[src/rtl/vortex_afu_pkg.sv]
// rtl/vortex_afu_pkg.sv - shared register map, bit indices and channel FSM states
package vortex_afu_pkg;

  localparam int unsigned CTRL_OFF = 'h00;
  localparam int unsigned GIE_OFF  = 'h04;
  localparam int unsigned IER_OFF  = 'h08;
  localparam int unsigned ISR_OFF  = 'h0C;
  localparam int unsigned ARG_BASE = 'h10;

  localparam int CTRL_START        = 0;
  localparam int CTRL_DONE         = 1;
  localparam int CTRL_IDLE         = 2;
  localparam int CTRL_READY        = 3;
  localparam int CTRL_AUTO_RESTART = 7;

  localparam int ISR_DONE  = 0;
  localparam int ISR_READY = 1;

  typedef enum logic [1:0] {W_ADDR, W_DATA, W_RESP} w_state_t;
  typedef enum logic       {R_ADDR, R_DATA} r_state_t;

  typedef enum logic [2:0] {
    SEL_NONE, SEL_CTRL, SEL_GIE, SEL_IER, SEL_ISR, SEL_ARG
  } reg_sel_t;

endpackage

[src/rtl/vortex_afu_arg_regs.sv]
// rtl/vortex_afu_arg_regs.sv - bank of byte-strobed 64-bit kernel argument registers
module vortex_afu_arg_regs #(
  parameter int ADDR_WIDTH = 8,
  parameter int NUM_ARGS   = 2
) (
  input  logic                    clk,
  input  logic                    rst_n,
  input  logic                    wr_en,
  input  logic [ADDR_WIDTH-1:0]   wr_off,
  input  logic [31:0]             wdata,
  input  logic [3:0]              wstrb,
  input  logic [ADDR_WIDTH-1:0]   rd_off,
  output logic [31:0]             rd_data,
  output logic [64*NUM_ARGS-1:0]  args
);

  localparam int NUM_WORDS = 2 * NUM_ARGS;

  // Word w sits at byte offset 4*w from the bank base; even words are the low halves.
  logic [31:0] words [NUM_WORDS];

  always_ff @(posedge clk) begin
    if (!rst_n) begin
      for (int w = 0; w < NUM_WORDS; w++) words[w] <= '0;
    end else if (wr_en) begin
      for (int w = 0; w < NUM_WORDS; w++) begin
        if (wr_off == ADDR_WIDTH'(4 * w)) begin
          for (int b = 0; b < 4; b++) begin
            if (wstrb[b]) words[w][8*b +: 8] <= wdata[8*b +: 8];
          end
        end
      end
    end
  end

  always_comb begin
    rd_data = '0;
    for (int w = 0; w < NUM_WORDS; w++) begin
      if (rd_off == ADDR_WIDTH'(4 * w)) rd_data = words[w];
    end
  end

  for (genvar w = 0; w < NUM_WORDS; w++) begin : g_args
    assign args[32*w +: 32] = words[w];
  end

endmodule

[src/rtl/vortex_afu_ctrl_regs.sv]
// rtl/vortex_afu_ctrl_regs.sv - AXI4-Lite control slave: ap_ctrl_hs handshake, interrupts, argument bank
module vortex_afu_ctrl_regs
  import vortex_afu_pkg::*;
#(
  parameter int ADDR_WIDTH = 8,
  parameter int DATA_WIDTH = 32,
  parameter int NUM_ARGS   = 2
) (
  input  logic                    ap_clk,
  input  logic                    ap_rst_n,
  input  logic                    s_axi_ctrl_awvalid,
  output logic                    s_axi_ctrl_awready,
  input  logic [ADDR_WIDTH-1:0]   s_axi_ctrl_awaddr,
  input  logic                    s_axi_ctrl_wvalid,
  output logic                    s_axi_ctrl_wready,
  input  logic [DATA_WIDTH-1:0]   s_axi_ctrl_wdata,
  input  logic [DATA_WIDTH/8-1:0] s_axi_ctrl_wstrb,
  output logic                    s_axi_ctrl_bvalid,
  input  logic                    s_axi_ctrl_bready,
  output logic [1:0]              s_axi_ctrl_bresp,
  input  logic                    s_axi_ctrl_arvalid,
  output logic                    s_axi_ctrl_arready,
  input  logic [ADDR_WIDTH-1:0]   s_axi_ctrl_araddr,
  output logic                    s_axi_ctrl_rvalid,
  input  logic                    s_axi_ctrl_rready,
  output logic [DATA_WIDTH-1:0]   s_axi_ctrl_rdata,
  output logic [1:0]              s_axi_ctrl_rresp,
  output logic                    ap_start,
  input  logic                    ap_ready,
  input  logic                    ap_done,
  input  logic                    ap_idle,
  output logic [64*NUM_ARGS-1:0]  args,
  output logic                    interrupt
);

  // Misaligned addresses never hit a register.
  function automatic reg_sel_t decode(input logic [ADDR_WIDTH-1:0] a);
    reg_sel_t sel;
    sel = SEL_NONE;
    if (a[1:0] == 2'b00) begin
      if (a == ADDR_WIDTH'(CTRL_OFF))     sel = SEL_CTRL;
      else if (a == ADDR_WIDTH'(GIE_OFF)) sel = SEL_GIE;
      else if (a == ADDR_WIDTH'(IER_OFF)) sel = SEL_IER;
      else if (a == ADDR_WIDTH'(ISR_OFF)) sel = SEL_ISR;
      else if (a >= ADDR_WIDTH'(ARG_BASE) &&
               (a - ADDR_WIDTH'(ARG_BASE)) < ADDR_WIDTH'(8 * NUM_ARGS))
        sel = SEL_ARG;
    end
    return sel;
  endfunction

  w_state_t w_state, w_next;
  r_state_t r_state, r_next;

  logic [ADDR_WIDTH-1:0] aw_addr_q;
  logic [DATA_WIDTH-1:0] rdata_q, rd_word, arg_rd_data;
  logic                  ap_start_q, auto_restart_q, done_q, ready_q, gie_q, interrupt_q;
  logic [1:0]            ier_q, isr_q, isr_event;
  logic                  aw_fire, w_fire, ar_fire, byte0_wr, rd_ctrl_clr;
  reg_sel_t              wr_sel, rd_sel;

  assign wr_sel      = decode(aw_addr_q);
  assign rd_sel      = decode(s_axi_ctrl_araddr);
  assign byte0_wr    = w_fire && s_axi_ctrl_wstrb[0];
  assign rd_ctrl_clr = ar_fire && (rd_sel == SEL_CTRL);

  always_ff @(posedge ap_clk) begin
    if (!ap_rst_n) begin
      w_state   <= W_ADDR;
      r_state   <= R_ADDR;
      aw_addr_q <= '0;
      rdata_q   <= '0;
    end else begin
      w_state <= w_next;
      r_state <= r_next;
      if (aw_fire) aw_addr_q <= s_axi_ctrl_awaddr;
      if (ar_fire) rdata_q   <= rd_word;
    end
  end

  always_comb begin
    w_next             = w_state;
    s_axi_ctrl_awready = 1'b0;
    s_axi_ctrl_wready  = 1'b0;
    s_axi_ctrl_bvalid  = 1'b0;
    aw_fire            = 1'b0;
    w_fire             = 1'b0;
    unique case (w_state)
      W_ADDR: begin
        s_axi_ctrl_awready = 1'b1;
        aw_fire            = s_axi_ctrl_awvalid;
        if (s_axi_ctrl_awvalid) w_next = W_DATA;
      end
      W_DATA: begin
        s_axi_ctrl_wready = 1'b1;
        w_fire            = s_axi_ctrl_wvalid;
        if (s_axi_ctrl_wvalid) w_next = W_RESP;
      end
      W_RESP: begin
        s_axi_ctrl_bvalid = 1'b1;
        if (s_axi_ctrl_bready) w_next = W_ADDR;
      end
      default: w_next = W_ADDR;
    endcase
  end

  always_comb begin
    r_next             = r_state;
    s_axi_ctrl_arready = 1'b0;
    s_axi_ctrl_rvalid  = 1'b0;
    ar_fire            = 1'b0;
    unique case (r_state)
      R_ADDR: begin
        s_axi_ctrl_arready = 1'b1;
        ar_fire            = s_axi_ctrl_arvalid;
        if (s_axi_ctrl_arvalid) r_next = R_DATA;
      end
      R_DATA: begin
        s_axi_ctrl_rvalid = 1'b1;
        if (s_axi_ctrl_rready) r_next = R_ADDR;
      end
      default: r_next = R_ADDR;
    endcase
  end

  always_comb begin
    rd_word = '0;
    unique case (rd_sel)
      SEL_CTRL: begin
        rd_word[CTRL_START]        = ap_start_q;
        rd_word[CTRL_DONE]         = done_q;
        rd_word[CTRL_IDLE]         = ap_idle;
        rd_word[CTRL_READY]        = ready_q;
        rd_word[CTRL_AUTO_RESTART] = auto_restart_q;
      end
      SEL_GIE:  rd_word[0]   = gie_q;
      SEL_IER:  rd_word[1:0] = ier_q;
      SEL_ISR:  rd_word[1:0] = isr_q;
      SEL_ARG:  rd_word      = arg_rd_data;
      default:  rd_word      = '0;
    endcase
  end

  assign isr_event[ISR_DONE]  = ap_done;
  assign isr_event[ISR_READY] = ap_ready;

  // Sticky status: a new event in the same cycle as a clearing read or toggle wins.
  always_ff @(posedge ap_clk) begin
    if (!ap_rst_n) begin
      ap_start_q     <= 1'b0;
      auto_restart_q <= 1'b0;
      done_q         <= 1'b0;
      ready_q        <= 1'b0;
      gie_q          <= 1'b0;
      ier_q          <= '0;
      isr_q          <= '0;
      interrupt_q    <= 1'b0;
    end else begin
      if (byte0_wr && wr_sel == SEL_CTRL) auto_restart_q <= s_axi_ctrl_wdata[CTRL_AUTO_RESTART];
      if (byte0_wr && wr_sel == SEL_CTRL && s_axi_ctrl_wdata[CTRL_START]) ap_start_q <= 1'b1;
      else if (ap_ready && !auto_restart_q) ap_start_q <= 1'b0;
      done_q  <= ap_done  | (done_q  & ~rd_ctrl_clr);
      ready_q <= ap_ready | (ready_q & ~rd_ctrl_clr);
      if (byte0_wr && wr_sel == SEL_GIE) gie_q <= s_axi_ctrl_wdata[0];
      if (byte0_wr && wr_sel == SEL_IER) ier_q <= s_axi_ctrl_wdata[1:0];
      for (int k = 0; k < 2; k++) begin
        isr_q[k] <= (isr_event[k] & ier_q[k]) |
                    (isr_q[k] ^ (byte0_wr && wr_sel == SEL_ISR && s_axi_ctrl_wdata[k]));
      end
      interrupt_q <= gie_q & (|isr_q);
    end
  end

  vortex_afu_arg_regs #(
    .ADDR_WIDTH (ADDR_WIDTH),
    .NUM_ARGS   (NUM_ARGS)
  ) u_arg_regs (
    .clk     (ap_clk),
    .rst_n   (ap_rst_n),
    .wr_en   (w_fire && wr_sel == SEL_ARG),
    .wr_off  (aw_addr_q - ADDR_WIDTH'(ARG_BASE)),
    .wdata   (s_axi_ctrl_wdata),
    .wstrb   (s_axi_ctrl_wstrb),
    .rd_off  (s_axi_ctrl_araddr - ADDR_WIDTH'(ARG_BASE)),
    .rd_data (arg_rd_data),
    .args    (args)
  );

  assign s_axi_ctrl_bresp = 2'b00;
  assign s_axi_ctrl_rresp = 2'b00;
  assign s_axi_ctrl_rdata = rdata_q;
  assign ap_start         = ap_start_q;
  assign interrupt        = interrupt_q;

endmodule

[config.mk]
export PLATFORM = sky130hd
export DESIGN_NAME = vortex_afu_ctrl_regs
export DESIGN_NICKNAME = d
export VERILOG_FILES = /design/src/rtl/vortex_afu_pkg.sv /design/src/rtl/vortex_afu_arg_regs.sv /design/src/rtl/vortex_afu_ctrl_regs.sv
export SDC_FILE = /design/constraint.sdc
export NUM_CORES = 1
export LEC_CHECK = 0
export ABC_AREA = 1
export CAP_MARGIN = 30
export CORE_MARGIN = 2
export CORE_UTILIZATION = 40
export DETAILED_ROUTE_END_ITERATION = 16
export PLACE_DENSITY = 0.69
export SYNTH_ARGS = -nofsm -noshare
export SYNTH_HDL_FRONTEND = slang
export SYNTH_SLANG_ARGS = --single-unit
[constraint.sdc]
create_clock -name ap_clk -period 6.9 [get_ports ap_clk]
set_clock_uncertainty 0.15 [all_clocks]
set_input_delay 1.38 -clock ap_clk [delete_from_list [all_inputs] [get_ports ap_clk]]
set_output_delay 1.38 -clock ap_clk [all_outputs]
set_load 0.03 [all_outputs]
==> flow_summary.ini <==
[clock_tree]
holdBufCountCts = 0
post_cts_resized = 0
cts_buffers = 17
clk_pin_slew_ps = 60
clk_latency_ps = 420
htreeDepth = 4
clockBufferDepth = 2
cts_setup_buffers = 0
cts_root_buf = clkbuf_16
clkSinkCount = 181
cts_tree = yes

[flow_run]
max-cap-violations = 0

[floorplan]
dieHeight_um = 145
initial_utilization_pct = 40.8
die-area_um2 = 21000
num_rows = 51
io_pins = 233
core_area_um2 = 19500
fp.dieW_um = 145

[timing]
setup_viol = 0
timing.setup.tns_ps = 0
hold_slack_ps = 314
max_slew_margin_pct = 29.7
worstMarginPinSlew_ps = 1050
fmax_mhz = 213
maxSlewViolCount = 0
hold_viol_final = 0
worst_slack_ps = 2210
rsz0062_at_grt = false
min_period_ps = 4690
finalCritPeriodShare_pct = 68.0

[place]
port_buffers = 228
dpl-instance-area_um2 = 10500
dp_hpwl_mm = 17.3
place.gp.congestion = 0.855
dp_slack_ps = 1890

[setup_path]
cp-end-kind = flop
r2r_end = u_arg_regs.words[3][18]
critical_path_class = primary input to flop
r2r_setup_slack_ps = 3820
worst_ep_required_time_ps = 7090
critPathArrivalTime_ps = 4880
critPathLaunchType = primary input
regToRegStartpoint = aw_addr_q[0]
crit_fanout = 36
r2r_cells = 7

[worst_hold_path]
worstHoldPathType = flop to flop
min-delay-start = s_axi_ctrl_rdata[25]
holdPathEnd = s_axi_ctrl_rdata[25]
min_path_cells = 2

[grt]
grt_first_pass_wirelength_mm = 36.9
antenna_found_initial = 0
grt_pass1_vias = 6572
grt.total_usage_pct = 23.8
grt_overflow = 0
grt_max_degree = 48

[power]
powerDensity_nw_per_um2 = 220
worst_ir_drop_vdd_mv = 0.174
p_leak_uw = 0.00423

[drt]
vias = 6964
firstDrtPassIters = 5
routed_wl_mm = 24.9
drc = 0
routed_via_density = 5.24
routedWlPerCell_um = 18.7
drtIter0Drc = 585
ant_nets = 0

[yosys]
seq_area_frac_synth_pct = 61.8
ys_ff_latch = 181
yosysWarnings = 0
synth_edf_count = 128
synth.avg_cell_area_um2 = 9.65
synth_ff_type = edfxtp_1
async_flop_share_pct = 0
synthCells = 822
synthesis.area_um2 = 7940
ys_types = 28

[status]
status = finished, final reports clean

[cells_and_area]
drive_gt1_share_pct = 7.15
nets = 1112
diodes = 0
area_delta_synth_final_pct = 40.0
stdcell_area_um2 = 11100
fillers = 1727
==> power by group <==
part / total (µW) / internal, µW / switching, µW
registers: 1210 / 1190 / 22.1
clock network: 969 / 569 / 400
logic: 265 / 97.2 / 168
==> metal layers <==
metal  vias to the layer above  track usage [%]  wire, µm
li1                       3271                -         -
met1                      3328             31.3     10400
met2                       340             39.7     12000
met3                        25             5.13      2040
met4                         0             6.95       437
met5                         -                0         0
==> registers in the layout (all words and copies together), names as in the netlist, 2 cells and up <==
register and flops:
u_arg_regs.words 128, s_axi_ctrl_rdata 32, aw_addr_q 8, ier_q 2
isr_q 2, w_state 2
==> through the flow <==
step | instances | total power [µW] | utilization (%)
2_1_floorplan | 825 | 1370 | -
6_report | 1328 | 2450 | 57.1
3_3_place_gp | 1294 | 1500 | 53.9
5_1_grt | 1328 | 2530 | 57.1
4_1_cts | 1328 | 2460 | 57.1
3_5_place_dp | 1296 | 1500 | 54.1
==> worst max-delay path by stage <==
| stage | startpoint | to | slack [ps] | depth (start not counted) |
|---|---|---|---|---|
| after detailed placement | s_axi_ctrl_araddr[4] | s_axi_ctrl_rdata[19] | 1890 | 9 |
| after floorplan | s_axi_ctrl_wvalid | u_arg_regs.words[0][16] | 3790 | 5 |
| after CTS | s_axi_ctrl_araddr[4] | s_axi_ctrl_rdata[2] | 2320 | 11 |
| final | s_axi_ctrl_araddr[4] | s_axi_ctrl_rdata[19] | 2210 | 9 |
| after global placement | s_axi_ctrl_araddr[4] | s_axi_ctrl_rdata[2] | 1920 | 11 |
| after global routing | s_axi_ctrl_araddr[4] | s_axi_ctrl_rdata[2] | 2010 | 11 |
==> worst max-delay path: stages <==
cell and delay [ps]:
clkdlybuf4s50_1 490, nand2_1 100, nor2_4 820, nand2_2 800
inv_2 800, a21oi_1 90, nand3_1 120, o211ai_1 100
a21oi_1 160
==> cell usage after synthesis, types with 7 or more instances <==
cell type / n / area share (%)
nor2_2: 10 / 0.79
o21ai_0: 32 / 2.0
nand4_1: 14 / 1.1
edfxtp_1: 128 / 48
dfxtp_1: 53 / 13
clkbuf_1: 27 / 1.3
a21oi_1: 78 / 4.9
inv_1: 68 / 3.2
nand4_4: 7 / 1.9
nand3_1: 79 / 5.0
o211ai_1: 27 / 2.6
nand2_1: 115 / 5.4
nor2_1: 150 / 7.1
==> cell families after synthesis <==
kind of cell	after synthesis	synth area share (%)
DFF	181	61.8
buffers and inverters	110	5.77
AOI/OAI and AO/OA	143	9.90
other	1	0.0473
and+or+nand+nor	387	22.5
==> cell type report <==
| type | count | area (µm²) | share of cell area, % |
|---|---|---|---|
| flip-flops and latches | 181 | 4900 | 44.1 |
| multi-input cells | 534 | 2600 | 23.4 |
| repair buffers | 245 | 2420 | 21.8 |
| clock buffers | 19 | 433 | 3.90 |
| well taps | 265 | 332 | 2.98 |
| inverters | 71 | 267 | 2.40 |
| clock inverters | 13 | 154 | 1.39 |
==> placed cells by master, fill, tap and decap left out <==
cell	n
nor3_2	1
nand2_1	115
clkinvlp_4	2
nand4_4	7
nor2_1	148
buf_2	2
a21oi_1	78
o21ai_1	5
conb_1	4
clkinv_1	3
inv_2	2
nand4_1	14
buf_16	1
edfxtp_1	128
dfxtp_1	53
inv_1	68
bufinv_16	3
nor3_1	2
o21ai_0	32
clkdlybuf4s50_1	227
inv_6	3
nor2_2	10
nand3b_1	1
nand4_2	1
clkinv_2	3
nor2_4	4
clkbuf_1	2
o211ai_1	27
nand3_1	79
or2_2	2
buf_4	15
nand2_2	3
o21a_1	1
clkbuf_16	17
(Power assumes the default switching activity.)
